## config.mk

```make
export PLATFORM = sky130hd
export DESIGN_NAME = tt_um_jleugeri_token_aggregator_flat
export DESIGN_NICKNAME = d
export VERILOG_FILES = /design/src/rtl/tt_um_jleugeri_tokens_pkg.sv /design/src/rtl/tt_um_jleugeri_token_aggregator_if.sv /design/src/rtl/tt_um_jleugeri_token_channel.sv /design/src/rtl/tt_um_jleugeri_token_aggregator.sv /design/src/flat_wrapper.sv
export SDC_FILE = /design/constraint.sdc
export NUM_CORES = 1
export LEC_CHECK = 0
export CELL_PAD_IN_SITES_DETAIL_PLACEMENT = 1
export CELL_PAD_IN_SITES_GLOBAL_PLACEMENT = 2
export CORE_MARGIN = 1
export CORE_UTILIZATION = 38
export DETAILED_ROUTE_END_ITERATION = 7
export PLACE_DENSITY = 0.93
export SETUP_SLACK_MARGIN = 0.1
export SLEW_MARGIN = 20
export SYNTH_ARGS = -nofsm -noshare
export SYNTH_HDL_FRONTEND = slang
export SYNTH_SLANG_ARGS = --single-unit
```

## constraint.sdc

```tcl
create_clock -name clock_fast -period 12.5 [get_ports clock_fast]
set_clock_uncertainty 0.05 [all_clocks]
set_input_delay 2.5 -clock clock_fast [delete_from_list [all_inputs] [get_ports clock_fast]]
set_output_delay 2.5 -clock clock_fast [all_outputs]
set_load 0.02 [all_outputs]
```

## src/rtl/tt_um_jleugeri_tokens_pkg.sv

```systemverilog
// Shared definitions for the token aggregator.
// - Default widths used by the aggregator, its channel and its bus interface.
// - The encoding of cfg_sel (which weight bank a write targets).
// - A signed saturation helper used for both the output clamp and the
//   residual clamp.
package tt_um_jleugeri_tokens_pkg;

    localparam int DEF_N_SOURCES       = 4;
    localparam int DEF_NEW_TOKENS_BITS = 4;
    localparam int DEF_ACC_BITS        = 8;

    // Working width of sat_signed. Callers size-cast their operands in and
    // out of it.
    localparam int SAT_W = 32;

    typedef enum logic {
        SEL_GOOD = 1'b0,
        SEL_BAD  = 1'b1
    } cfg_sel_e;

    // Clamp a signed value into the range of a 'width'-bit two's-complement
    // number: [-2^(width-1), 2^(width-1)-1].
    function automatic logic signed [SAT_W-1:0] sat_signed(
        input logic signed [SAT_W-1:0] value,
        input int                      width
    );
        logic signed [SAT_W-1:0] hi;
        logic signed [SAT_W-1:0] lo;
        hi = (32'sd1 <<< (width - 1)) - 32'sd1;
        lo = -hi - 32'sd1;
        if (value > hi) begin
            return hi;
        end else if (value < lo) begin
            return lo;
        end
        return value;
    endfunction

endpackage

```

## src/rtl/tt_um_jleugeri_token_aggregator_if.sv

```systemverilog
// Bus between the source/config side and the token aggregator.
// Signals:
//   src_token_start[N]  one-cycle start pulse per source
//   src_token_end[N]    one-cycle end pulse per source
//   cfg_we              write strobe for a weight
//   cfg_sel             weight bank: 0 = good, 1 = bad
//   cfg_addr            index of the source whose weight is written
//   cfg_data            signed weight value
//   new_good_tokens     signed good-token delta sent to the core
//   new_bad_tokens      signed bad-token delta sent to the core
//   busy                at least one residual is nonzero
//   overflow            sticky flag: a residual was clamped
// Modports:
//   master  drives the pulses and config, and receives the results
//   slave   the aggregator
interface tt_um_jleugeri_token_aggregator_if #(
    parameter int N_SOURCES       = 4,
    parameter int NEW_TOKENS_BITS = 4
);
    localparam int ADDR_W = $clog2(N_SOURCES);

    logic [N_SOURCES-1:0]              src_token_start;
    logic [N_SOURCES-1:0]              src_token_end;
    logic                              cfg_we;
    logic                              cfg_sel;
    logic [ADDR_W-1:0]                 cfg_addr;
    logic signed [NEW_TOKENS_BITS-1:0] cfg_data;
    logic signed [NEW_TOKENS_BITS-1:0] new_good_tokens;
    logic signed [NEW_TOKENS_BITS-1:0] new_bad_tokens;
    logic                              busy;
    logic                              overflow;

    modport master (
        output src_token_start, src_token_end, cfg_we, cfg_sel, cfg_addr, cfg_data,
        input  new_good_tokens, new_bad_tokens, busy, overflow
    );

    modport slave (
        input  src_token_start, src_token_end, cfg_we, cfg_sel, cfg_addr, cfg_data,
        output new_good_tokens, new_bad_tokens, busy, overflow
    );

endinterface

```

## src/rtl/tt_um_jleugeri_token_channel.sv

```systemverilog
// One token channel (good or bad). The channel holds these parts:
// - N signed weights.
// - The weighted sum of start/end pulses.
// - A residual carry register.
// The channel saturates the output delta and carries the excess into the
// residual. The residual drains over later cycles.
// Ports:
//   clock_fast, reset   clock and synchronous active-high reset
//   src_start/src_end   per-source pulses
//   we/addr/data        weight write for this channel
//   tokens              registered saturated delta
//   busy                registered: residual nonzero
//   overflow            sticky: residual was clamped
module tt_um_jleugeri_token_channel
    import tt_um_jleugeri_tokens_pkg::*;
#(
    parameter int N_SOURCES       = DEF_N_SOURCES,
    parameter int NEW_TOKENS_BITS = DEF_NEW_TOKENS_BITS,
    parameter int ACC_BITS        = DEF_ACC_BITS
) (
    input  logic                              clock_fast,
    input  logic                              reset,
    input  logic [N_SOURCES-1:0]              src_start,
    input  logic [N_SOURCES-1:0]              src_end,
    input  logic                              we,
    input  logic [$clog2(N_SOURCES)-1:0]      addr,
    input  logic signed [NEW_TOKENS_BITS-1:0] data,
    output logic signed [NEW_TOKENS_BITS-1:0] tokens,
    output logic                              busy,
    output logic                              overflow
);
    // Two guard bits above the residual width. They hold residual + N*weight
    // without wrapping.
    localparam int SW = ACC_BITS + 2;

    logic signed [NEW_TOKENS_BITS-1:0] weight_q [N_SOURCES];
    logic signed [NEW_TOKENS_BITS-1:0] weight_d [N_SOURCES];
    logic signed [ACC_BITS-1:0]        residual_q, residual_d;
    logic signed [NEW_TOKENS_BITS-1:0] tokens_q, tokens_d;
    logic                              busy_q, busy_d;
    logic                              overflow_q, overflow_d;

    logic signed [SW-1:0] delta;
    logic signed [SW-1:0] total;
    logic signed [SW-1:0] remainder;

    always_comb begin
        weight_d = weight_q;
        if (we && (int'(addr) < N_SOURCES)) begin
            weight_d[addr] = data;
        end

        // A source with start and end in the same cycle contributes 0. The
        // sum reads weight_q, so a write in this cycle takes effect next cycle.
        delta = '0;
        for (int i = 0; i < N_SOURCES; i++) begin
            if (src_start[i] && !src_end[i]) begin
                delta = delta + SW'(weight_q[i]);
            end else if (src_end[i] && !src_start[i]) begin
                delta = delta - SW'(weight_q[i]);
            end
        end

        total      = SW'(residual_q) + delta;
        tokens_d   = NEW_TOKENS_BITS'(sat_signed(SAT_W'(total), NEW_TOKENS_BITS));
        remainder  = total - SW'(tokens_d);
        residual_d = ACC_BITS'(sat_signed(SAT_W'(remainder), ACC_BITS));
        overflow_d = overflow_q || (SW'(residual_d) != remainder);
        busy_d     = (residual_d != '0);
    end

    always_ff @(posedge clock_fast) begin
        if (reset) begin
            for (int i = 0; i < N_SOURCES; i++) begin
                weight_q[i] <= '0;
            end
            residual_q <= '0;
            tokens_q   <= '0;
            busy_q     <= 1'b0;
            overflow_q <= 1'b0;
        end else begin
            weight_q   <= weight_d;
            residual_q <= residual_d;
            tokens_q   <= tokens_d;
            busy_q     <= busy_d;
            overflow_q <= overflow_d;
        end
    end

    assign tokens   = tokens_q;
    assign busy     = busy_q;
    assign overflow = overflow_q;

endmodule

```

## src/rtl/tt_um_jleugeri_token_aggregator.sv

```systemverilog
// Token aggregator that feeds one event-processor core.
// - Collects start/end pulses from N_SOURCES sources.
// - Weights each pulse with a per-source good weight and a per-source bad
//   weight.
// - Emits registered signed good/bad deltas with one cycle of latency.
// - Carries any excess that does not fit the output range into later cycles.
// Ports:
//   clock_fast, reset   clock and synchronous active-high reset
//   bus (slave)         pulses, weight config, deltas, busy, overflow
module tt_um_jleugeri_token_aggregator
    import tt_um_jleugeri_tokens_pkg::*;
#(
    parameter int N_SOURCES       = DEF_N_SOURCES,
    parameter int NEW_TOKENS_BITS = DEF_NEW_TOKENS_BITS,
    parameter int ACC_BITS        = DEF_ACC_BITS
) (
    input logic                              clock_fast,
    input logic                              reset,
    tt_um_jleugeri_token_aggregator_if.slave bus
);
    logic we_good, we_bad;
    logic busy_good, busy_bad;
    logic overflow_good, overflow_bad;

    assign we_good = bus.cfg_we && (cfg_sel_e'(bus.cfg_sel) == SEL_GOOD);
    assign we_bad  = bus.cfg_we && (cfg_sel_e'(bus.cfg_sel) == SEL_BAD);

    tt_um_jleugeri_token_channel #(
        .N_SOURCES      (N_SOURCES),
        .NEW_TOKENS_BITS(NEW_TOKENS_BITS),
        .ACC_BITS       (ACC_BITS)
    ) u_good (
        .clock_fast(clock_fast),
        .reset     (reset),
        .src_start (bus.src_token_start),
        .src_end   (bus.src_token_end),
        .we        (we_good),
        .addr      (bus.cfg_addr),
        .data      (bus.cfg_data),
        .tokens    (bus.new_good_tokens),
        .busy      (busy_good),
        .overflow  (overflow_good)
    );

    tt_um_jleugeri_token_channel #(
        .N_SOURCES      (N_SOURCES),
        .NEW_TOKENS_BITS(NEW_TOKENS_BITS),
        .ACC_BITS       (ACC_BITS)
    ) u_bad (
        .clock_fast(clock_fast),
        .reset     (reset),
        .src_start (bus.src_token_start),
        .src_end   (bus.src_token_end),
        .we        (we_bad),
        .addr      (bus.cfg_addr),
        .data      (bus.cfg_data),
        .tokens    (bus.new_bad_tokens),
        .busy      (busy_bad),
        .overflow  (overflow_bad)
    );

    assign bus.busy     = busy_good || busy_bad;
    assign bus.overflow = overflow_good || overflow_bad;

endmodule

```

## src/flat_wrapper.sv

```systemverilog
// flat-port wrapper written by rule: the top's interface ports become plain ports
module tt_um_jleugeri_token_aggregator_flat import tt_um_jleugeri_tokens_pkg::*;
#(
    parameter int N_SOURCES       = DEF_N_SOURCES,
    parameter int NEW_TOKENS_BITS = DEF_NEW_TOKENS_BITS,
    parameter int ACC_BITS        = DEF_ACC_BITS
)
  (clock_fast, reset, bus_src_token_start, bus_src_token_end, bus_cfg_we, bus_cfg_sel, bus_cfg_addr, bus_cfg_data, bus_new_good_tokens, bus_new_bad_tokens, bus_busy, bus_overflow);
  tt_um_jleugeri_token_aggregator_if #(.N_SOURCES(N_SOURCES), .NEW_TOKENS_BITS(NEW_TOKENS_BITS)) bus_i ();
  input logic clock_fast;
  input logic reset;
  input wire logic [$bits(bus_i.src_token_start)-1:0] bus_src_token_start;
  input wire logic [$bits(bus_i.src_token_end)-1:0] bus_src_token_end;
  input wire logic [$bits(bus_i.cfg_we)-1:0] bus_cfg_we;
  input wire logic [$bits(bus_i.cfg_sel)-1:0] bus_cfg_sel;
  input wire logic [$bits(bus_i.cfg_addr)-1:0] bus_cfg_addr;
  input wire logic [$bits(bus_i.cfg_data)-1:0] bus_cfg_data;
  output wire logic [$bits(bus_i.new_good_tokens)-1:0] bus_new_good_tokens;
  output wire logic [$bits(bus_i.new_bad_tokens)-1:0] bus_new_bad_tokens;
  output wire logic [$bits(bus_i.busy)-1:0] bus_busy;
  output wire logic [$bits(bus_i.overflow)-1:0] bus_overflow;
  assign bus_i.src_token_start = bus_src_token_start;
  assign bus_i.src_token_end = bus_src_token_end;
  assign bus_i.cfg_we = bus_cfg_we;
  assign bus_i.cfg_sel = bus_cfg_sel;
  assign bus_i.cfg_addr = bus_cfg_addr;
  assign bus_i.cfg_data = bus_cfg_data;
  assign bus_new_good_tokens = bus_i.new_good_tokens;
  assign bus_new_bad_tokens = bus_i.new_bad_tokens;
  assign bus_busy = bus_i.busy;
  assign bus_overflow = bus_i.overflow;
  tt_um_jleugeri_token_aggregator #(.N_SOURCES(N_SOURCES), .NEW_TOKENS_BITS(NEW_TOKENS_BITS), .ACC_BITS(ACC_BITS)) u_core (.clock_fast(clock_fast), .reset(reset), .bus(bus_i));
endmodule
```

==> flow_summary_export.csv, run 1 <==
group,metric,value,unit
floorplanning,die-width,155.8,µm
synth,synth_cell_types,76,
sta,tightest_slew,1.178,ns
outcome,status,"complete, no violations",
clocking,clk_pin_slew_worst_paths,0.06,ns
floorplanning,coreArea,22920,µm²
worst_setup_path,cp_slowest_stage_delay,0.66,ns
synth,yosysTopAreaCell,"ha_1",
global_routing,grt_pass1_wl,47000,µm
global_routing,grt_pass1_vias,9370,
placed_design,place_congestion,0.8751,
synth,async_flop_share,0,%
routing,drc,0,
global_routing,grt_usage,24.00,%
global_routing,antenna_found_initial,0,
sta,slew_headroom,21.31,%
hold_path,hold_start,"u_core.u_bad.overflow",
routing,viasPerCell,5.706,
pwr,leakagePower,0.004570,µW
synth,synth_seq_cells,60,
synth,yosysSeqAreaShare,13.36,%
placed_design,port_buffers,27,
sta,slew_violations,0,
worst_setup_path,required,12.65,ns
pwr,ir_worst_vdd,243.9,µV
synth,synth_top_area_share,16.98,%
synth,synth_edf_count,0,
worst_setup_path,reg2regPathDepth,41,
floorplanning,die_h,155.8,µm
clocking,cts_tree,"yes",
routing,drt-initial-drc-count,479,
worst_setup_path,cpMaxStageDelayCell,"or4b_2",
worst_setup_path,r2r-start,"u_core.u_bad.weight_q[12]",
finish,final_cell_mix,"153 x nor2_1, 117 x ha_1, 96 x inv_1, 92 x o21ai_0, 84 x a21oi_1",
routing,wirelength,28480,µm
pwr,powerDensity,205.6,nW/µm²
sta,setup_viol,0,
worst_setup_path,cp_num_buf_inv,3,
worst_setup_path,critical_path.top_delay_family,"compound AO/OA/AOI/OAI gates",
global_routing,grt_max_degree,58,
sta,hold_slack,0.4316,ns
global_routing,grt_overflow,0,
synth,synthFlopType,"dfxtp_1",
worst_setup_path,end_kind,"register",
sta,rsz0062_at_grt,"false",
synth,yosysWarningCount,0,
finish,layout-drive-gt1-share,9.914,%
routing,first_pass_iters,5,
hold_path,hold_end,"u_core.u_bad.overflow",
synth,synthCells,1229,
finish,areaGrowthSynthToFinish,15.23,%
floorplanning,ios,28,
synth,synth_area_leaders,"ha_1 17%, dfxtp_1 13%, nor2_1 6.4%",
placed_design,dp_slack,-0.4006,ns
floorplanning,fp.dieArea,24280,µm²
clocking,clk_latency,0.35,ns
flow_run,maxCapViolCount,0,
worst_setup_path,path_class,"primary input to register",
routing,via_count,9095,
synth,synth_area,8990,µm²
finish,layout_commonest_cell,"nor2_1",
worst_setup_path,start_kind,"primary input",
clocking,root_buffer,"clkbuf_16",
routing,drtAntennaViolNets,0,
clocking,htreeDepth,3,
worst_setup_path,r2r_slack,2.56,ns
floorplanning,floorplan.initialDensity,39.23,%
sta,post-route-min-period,11.81,ns
finish,nNetsFinal,1437,
synth,synth.avg_cell_area,7.315,µm²
sta,fmax,84.65,MHz
hold_path,holdPathStages,2,
finish,diodes,0,
clocking,cts_sinks,60,
worst_setup_path,rr_endpoint,"u_core.u_bad.residual_q[6]",
routing,wl_per_cell,17.87,µm
worst_setup_path,cp.arrival,11.96,ns
worst_setup_path,crit_fanout,7,
floorplanning,num_rows,55,
clocking,clockBufferDepth,2,
sta,period_share,94.51,%
hold_path,hold_class,"register to register",
clocking,cts_buffers,9,
placed_design,hpwlAfterDp,21690,µm
worst_setup_path,crit_top_cell,"a21o_1",
sta,hold_viol_final,0,
synth,syn_nets,1389,
sta,finalWorstSetupSlack,0.6865,ns
## cell type report
cell class,instances,area (µm²)
tap,313,391.6
timing repair buffer,87,720.7
fill,2874,12560
sequential,60,1201
clock buffer,11,252.7
inverter,100,375.4
multi-input combinational,1019,7368
clock inverter,4,48.80
## stage by stage
step	power (µW)	setup TNS [ns]	util, %	instance area [µm²]	instances
after floorplan	1366	0	-	8990	1229
final	2130	0	45.20	10360	1594
after detailed placement	1800	-5.220	43.15	9887	1576
after CTS	2103	0	44.65	10230	1591
after global routing	2318	0	45.20	10360	1594
after global placement	1752	-0.7497	43.15	9887	1576
## power by group
group	internal, µW	switching [µW]	total, µW	leakage (µW)
Sequential	238	18.5	256	0.000492
Combinational	695	919	1610	0.00393
Clock	164	95.8	259	0.000151
## synthesized netlist by cell type (all sizes together), types with 3 or more instances
library cell    n
ha            122
or2             4
nand3          18
nor4b           3
nor2b          21
o21bai         23
a22o           14
clkbuf         45
nand2b         40
nor4            7
dfxtp          60
inv            99
fa             20
nor3           25
a31oi          13
and3            6
mux2i          43
buf             5
o21a            7
a41oi           3
xor2           13
nor2          153
a221oi         13
nand2          82
o22ai          16
a22oi           9
a211oi         18
a21o           26
o31ai           7
or3            12
nor3b           6
xnor2          28
and2            5
o311ai          4
a221o           7
a21oi          91
o22a            3
o211ai         11
o21ai         103
nand3b          4
nand4b          3
## worst register-to-register path, delay by kind of cell, from the launching register on
kind,cells,cell delay [ns]
compound gates,20,3.70
flops,1,0.39
xor+xnor,2,0.64
fa+ha+maj,7,2.43
simple gates,10,2.37
buf+inv,2,0.24
## registers in the layout (all words and copies together) (netlist names)
register                  flops
u_core.u_bad.busy             1
u_core.u_bad.weight_q        16
u_core.u_good.overflow        1
u_core.u_bad.tokens           4
u_core.u_good.tokens          4
u_core.u_good.weight_q       16
u_core.u_bad.residual_q       8
u_core.u_good.residual_q      8
u_core.u_good.busy            1
u_core.u_bad.overflow         1
## timing repair
| item | CTS | global route |
|---|---|---|
| hold endpoints to repair | 0 | 0 |
| setup buffers | 0 | 3 |
| pin swaps | 0 | 6 |
| hold buffers | 0 | 0 |
| endpoints found under the setup margin | 16 | 20 |
| gates resized for setup | 13 | 30 |
| cloned | 0 | 0 |
## worst max-delay path by stage
stage | from | cells past startpoint | end | slack [ns]
global route | bus_src_token_start[0] | 43 | u_core.u_bad.residual_q[1] | 0.06
CTS | bus_src_token_start[0] | 42 | u_core.u_bad.residual_q[6] | 0.11
detailed placement | bus_src_token_end[0] | 45 | u_core.u_bad.residual_q[6] | -0.40
floorplan | bus_src_token_end[0] | 44 | u_core.u_bad.residual_q[3] | 0.77
global placement | bus_src_token_end[0] | 45 | u_core.u_bad.residual_q[6] | -0.18
finish | bus_src_token_start[0] | 42 | u_core.u_bad.residual_q[6] | 0.69
## cell families (layout without fill, tap and decap cells)
kind of cell	Yosys count	count (layout)	share of synthesized area [%]
simple gates	398	398	21.10
compound gates	392	392	28.39
buf+inv	150	202	6.263
fa+ha+maj	143	143	21.56
flops	60	60	13.36
mux	44	44	4.913
xor+xnor	42	42	4.412
## layer usage
| metal | vias to the layer above | GRT usage [%] | share of wire, % | wire length [µm] |
|---|---|---|---|---|
| li1 | 4501 | - | - | - |
| met1 | 4464 | 31.07 | 47 | 13420 |
| met5 | - | 0 | 0 | 0 |
| met2 | 106 | 42.37 | 49 | 13950 |
| met3 | 24 | 2.333 | 2.6 | 753 |
| met4 | 0 | 6.069 | 1.2 | 352 |
Power figures use the tool's default switching activity.
==> run 2, diff against run 1 <==
CORE_ASPECT_RATIO = 0.5   (was unset)
SLEW_MARGIN = unset   (was 20)
==> flow_summary_export.csv, run 2 (same netlist as run 1, synthesis figures left out) <==
group,metric,value,unit
clocking,clk_latency,0.34,ns
global_routing,grt_max_degree,58,
worst_setup_path,crit_top_cell,"o21ai_0",
routing,drt-initial-drc-count,366,
pwr,seq_power_share,11.5,%
worst_setup_path,start_kind,"primary input",
routing,wl_per_cell,19.28,µm
worst_setup_path,r2r-start,"u_core.u_bad.weight_q[12]",
worst_setup_path,cpMaxStageDelayCell,"or4b_2",
worst_setup_path,cp.arrival,11.90,ns
sta,setup_viol,0,
floorplanning,coreArea,23030,µm²
sta,rsz0062_at_grt,"false",
pwr,intPower,1164,µW
pwr,leakagePower,0.004570,µW
floorplanning,die_h,110.8,µm
worst_setup_path,required,12.66,ns
worst_setup_path,crit_end,"u_core.u_bad.residual_q[5]",
placed_design,port_buffers,27,
routing,drc,0,
finish,nNetsFinal,1438,
routing,viasPerCell,5.818,
routing,drtAntennaViolNets,0,
clocking,clockBufferDepth,2,
pwr,powerDensity,215.4,nW/µm²
pwr,power_frac_clock,12.7,%
floorplanning,die-width,219.5,µm
placed_design,dp_slack,-0.4378,ns
sta,hold_viol_final,0,
worst_setup_path,reg2regPathDepth,42,
sta,fmax,85.18,MHz
floorplanning,fp.dieArea,24310,µm²
sta,post-route-min-period,11.74,ns
clocking,postCtsHoldBufs,0,
global_routing,grt_overflow,0,
clocking,cts_buffers,9,
sta,hold_slack,0.4440,ns
worst_setup_path,crit_fanout,7,
sta,slew_violations,0,
sta,slew_headroom,25.28,%
worst_setup_path,cp_slowest_stage_delay,0.64,ns
sta,tightest_slew,1.121,ns
placed_design,place_congestion,0.9159,
placed_design,hpwlAfterDp,23480,µm
floorplanning,floorplan.initialDensity,39.03,%
outcome,status,"complete, no violations",
worst_setup_path,worstSetupStartpoint,"bus_src_token_end[0]",
global_routing,antenna_found_initial,0,
clocking,cts_tree,"yes",
pwr,switchingPower,1082,µW
routing,first_pass_iters,5,
finish,areaGrowthSynthToFinish,15.92,%
hold_path,hold_class,"register to register",
sta,period_share,93.92,%
global_routing,grt_pass1_vias,9695,
pwr,switching_share,48.17,%
floorplanning,ios,28,
worst_setup_path,path_class,"primary input to register",
finish,final_cells,1590,
pwr,power_frac_comb,75.7,%
floorplanning,num_rows,39,
routing,via_count,9251,
pwr,power.total,2245,µW
clocking,htreeDepth,3,
finish,layout_commonest_cell,"nor2_1",
global_routing,grt_usage,25.11,%
clocking,cts_sinks,60,
worst_setup_path,r2r_slack,2.59,ns
hold_path,holdPathStages,2,
pwr,ir_worst_vdd,217.4,µV
finish,utilization,45.25,%
routing,wirelength,30650,µm
global_routing,grt_pass1_wl,49340,µm
flow_run,maxCapViolCount,0,
clocking,clk_pin_slew_worst_paths,0.06,ns
worst_setup_path,rr_endpoint,"u_core.u_bad.residual_q[5]",
finish,largestRegisters,"u_core.u_bad.weight_q (16), u_core.u_good.weight_q (16)",
placed_design,place_inst,1573,
finish,final_cell_mix,"152 x nor2_1, 117 x ha_1, 95 x inv_1, 94 x o21ai_0, 81 x nand2_1",
worst_setup_path,end_kind,"register",
clocking,root_buffer,"clkbuf_16",
finish,diodes,0,
sta,finalWorstSetupSlack,0.7603,ns
finish,layout-drive-gt1-share,10.44,%
finish,nFillCells,2894,
[run 2: final cells by class]
| type | count | area [µm²] | share of cell area, % |
|---|---|---|---|
| Multi-Input combinational cell | 1019 | 7402 | 71.03 |
| Sequential cell | 60 | 1201 | 11.53 |
| Timing Repair Buffer | 88 | 728.2 | 6.988 |
| Tap cell | 307 | 384.1 | 3.686 |
| Inverter | 100 | 379.1 | 3.638 |
| Clock buffer | 10 | 239.0 | 2.293 |
| Clock inverter | 6 | 87.58 | 0.8404 |
[run 2: how the worst min path moves through the flow]
stage               slack, ns                   from                    end
CTS                      0.44  u_core.u_bad.overflow  u_core.u_bad.overflow
global placement         0.42  u_core.u_bad.overflow  u_core.u_bad.overflow
global route             0.46  u_core.u_bad.overflow  u_core.u_bad.overflow
detailed placement       0.43  u_core.u_bad.overflow  u_core.u_bad.overflow
floorplan                0.40  u_core.u_bad.overflow  u_core.u_bad.overflow
finish                   0.44  u_core.u_bad.overflow  u_core.u_bad.overflow
[run 2: layer usage]
layer / part of all wire (%) / wire length (µm) / global-route usage (%) / vias to the layer above
met3: 3.4 / 1040 / 3.265 / 41
met2: 47 / 14410 / 42.71 / 162
met5: 0 / 0 / 0 / -
met1: 48 / 14610 / 33.15 / 4555
met4: 1.9 / 584 / 6.759 / 0
li1: - / - / - / 4493
[run 2: power by group through the flow]
stage                     clock network [µW]  logic (µW)  registers (µW)
final                                    286        1700             259
after global routing                     297        1870             262
after CTS                                289        1630             258
after detailed placement                   0        1610             262
after global placement                     0        1520             260
after floorplan                            0        1100             266
[run 2: critical path, delay by kind of cell]
family | cells | cell delay [ns]
AOI/OAI and AO/OA | 20 | 3.63
and+or+nand+nor | 12 | 2.73
adders and majority gates | 6 | 1.81
xor gates and xnor gates | 3 | 0.80
buffers and inverters | 3 | 0.44
[run 2: timing repair]
action / 4_1_cts / 5_1_grt
buffers inserted: 0 / 1
setup endpoints to repair: 16 / 20
hold endpoints to repair: 0 / 0
gates resized for setup: 7 / 40
pin swaps: 0 / 4
[run 2: through the flow]
stage / cell area, µm² / setup TNS, ns
finish: 10420 / 0
global route: 10420 / 0
CTS: 10250 / 0
detailed placement: 9902 / -5.011
global placement: 9902 / -0.01519
floorplan: 8990 / 0
==> run 3, diff against run 2 <==
clock period = 13 ns   (was 12.5 ns; I/O delays follow)
==> flow_summary_export.csv, run 3 (same netlist as run 1, synthesis figures left out) <==
group,metric,value,unit
worst_setup_path,end_kind,"register",
routing,wirelength,29750,µm
worst_setup_path,crit_end,"u_core.u_bad.residual_q[1]",
pwr,power_frac_comb,75.6,%
worst_setup_path,worstSetupStartpoint,"bus_src_token_end[0]",
worst_setup_path,rr_endpoint,"u_core.u_bad.residual_q[1]",
clocking,clk_latency,0.35,ns
placed_design,hpwlAfterDp,22640,µm
floorplanning,ios,28,
placed_design,dp_slack,-0.5489,ns
flow_run,maxCapViolCount,0,
routing,via_count,9277,
clocking,htreeDepth,3,
finish,areaGrowthSynthToFinish,13.06,%
finish,multi_input_area,7415,µm²
worst_setup_path,cp_slowest_stage_delay,0.47,ns
pwr,seq_power_share,12.3,%
sta,hold_slack,0.4665,ns
pwr,switchingPower,994.7,µW
finish,layout_commonest_cell,"nor2_1",
pwr,powerDensity,199.0,nW/µm²
floorplanning,fp.dieArea,24310,µm²
sta,post-route-min-period,12.01,ns
sta,finalWorstSetupSlack,0.9915,ns
sta,slew_violations,0,
floorplanning,floorplan.initialDensity,39.03,%
worst_setup_path,crit_fanout,8,
finish,nNetsFinal,1410,
pwr,power_frac_clock,12.2,%
finish,largestRegisters,"u_core.u_bad.weight_q (16), u_core.u_good.weight_q (16)",
routing,first_pass_iters,5,
floorplanning,coreArea,23030,µm²
routing,wl_per_cell,19.06,µm
worst_setup_path,reg2regPathDepth,44,
pwr,intPower,1027,µW
finish,nFillCells,2903,
worst_setup_path,cp.depth,45,
sta,setup_viol,0,
global_routing,grt_pass1_vias,9388,
pwr,switching_share,49.19,%
sta,period_share,92.37,%
floorplanning,num_rows,39,
hold_path,hold_class,"register to register",
pwr,ir_worst_vdd,154.6,µV
sta,tightest_slew,1.190,ns
finish,layout-drive-gt1-share,7.974,%
worst_setup_path,critical_path.top_delay_family,"compound AO/OA/AOI/OAI gates",
global_routing,grt_max_degree,58,
global_routing,antenna_found_initial,0,
sta,rsz0062_at_grt,"false",
clocking,cts_sinks,60,
placed_design,place_congestion,0.9402,
clocking,clockBufferDepth,2,
finish,seqCellArea,1201,µm²
sta,hold_viol_final,0,
worst_setup_path,cpMaxStageDelayCell,"xnor3_1",
clocking,cts_buffers,9,
clocking,clk_pin_slew_worst_paths,0.05,ns
worst_setup_path,cp.arrival,12.23,ns
sta,slew_headroom,20.52,%
routing,drtAntennaViolNets,0,
sta,fmax,83.27,MHz
floorplanning,die_h,110.8,µm
outcome,status,"complete, no violations",
clocking,postCtsHoldBufs,0,
clocking,root_buffer,"clkbuf_16",
global_routing,grt_pass1_wl,48260,µm
pwr,leakagePower,0.004429,µW
routing,viasPerCell,5.943,
finish,diodes,0,
floorplanning,die-width,219.5,µm
global_routing,grt_usage,24.64,%
finish,final_cell_mix,"153 x nor2_1, 116 x ha_1, 96 x inv_1, 92 x o21ai_0, 86 x a21oi_1",
global_routing,grt_overflow,0,
worst_setup_path,start_kind,"primary input",
placed_design,port_buffers,27,
routing,drc,0,
worst_setup_path,cp_num_buf_inv,7,
worst_setup_path,path_class,"primary input to register",
worst_setup_path,r2r_slack,3.01,ns
worst_setup_path,required,13.22,ns
clocking,cts_tree,"yes",
worst_setup_path,r2r-start,"u_core.u_bad.weight_q[12]",
routing,drt-initial-drc-count,433,
==> run 3: cell count changes in the layout (fill, tap and decap cells not counted), sizes merged <==
cell and delta:
nor2b +2, clkinvlp -4, clkbuf +3, buf -30
inv +1, bufinv -1
==> run 3: routing by layer <==
layer	up-vias	track usage, %	routed length [µm]	part of all wire, %
met1	4610	32.60	13900	47
met2	181	41.09	13910	47
met4	0	6.991	609	2.0
met3	50	3.951	1324	4.5
li1	4436	-	-	-
met5	-	0	0	0
==> run 3: layout make-up <==
cell class	instances	area share, %
clock inverter	2	0.3447
inverter	100	3.693
tap	307	3.779
multi-input combinational	1021	72.95
clock buffer	13	2.462
timing repair buffer	58	4.949
sequential	60	11.82
==> run 3: repair_timing <==
| item | in CTS | in global routing |
|---|---|---|
| setup endpoints to repair | 9 | 20 |
| resized for setup | 3 | 45 |
| cloned | 0 | 2 |
| buffers inserted | 0 | 4 |
| pin swaps | 0 | 4 |
==> run 3: metrics by stage <==
stage	power, µW	instance area [µm²]	TNS [ns]	utilization, %	std cells
after floorplan	1314	8990	0	-	1229
after detailed placement	1706	9654	-4.506	41.92	1540
final	2022	10160	0	44.13	1561
after CTS	1974	9948	0	43.19	1555
after global routing	2198	10160	0	44.13	1561
after global placement	1639	9654	-0.01374	41.92	1540
==> run 3: worst min path at each step <==
stage	from	to	depth (start not counted)	slack (ns)
2_1_floorplan	u_core.u_bad.overflow	u_core.u_bad.overflow	2	0.40
3_3_place_gp	u_core.u_bad.overflow	u_core.u_bad.overflow	2	0.43
3_5_place_dp	u_core.u_bad.overflow	u_core.u_bad.overflow	2	0.44
4_1_cts	u_core.u_bad.overflow	u_core.u_bad.overflow	2	0.46
5_1_grt	u_core.u_bad.overflow	u_core.u_bad.overflow	2	0.51
6_report	u_core.u_bad.overflow	u_core.u_bad.overflow	2	0.47
==> run 3: power by group through the flow <==
stage          combinational [µW]  clock (µW)  sequential, µW
5_1_grt                      1690         260             252
4_1_cts                      1480         249             248
3_5_place_dp                 1450           0             251
6_report                     1530         246             248
3_3_place_gp                 1390           0             251
2_1_floorplan                1060           0             256
==> run 3: tightest hold or removal path, cell delays in order, from the launching register on <==
cell and delay [ns]:
dfxtp_1 0.31, inv_1 0.08, a31oi_1 0.08
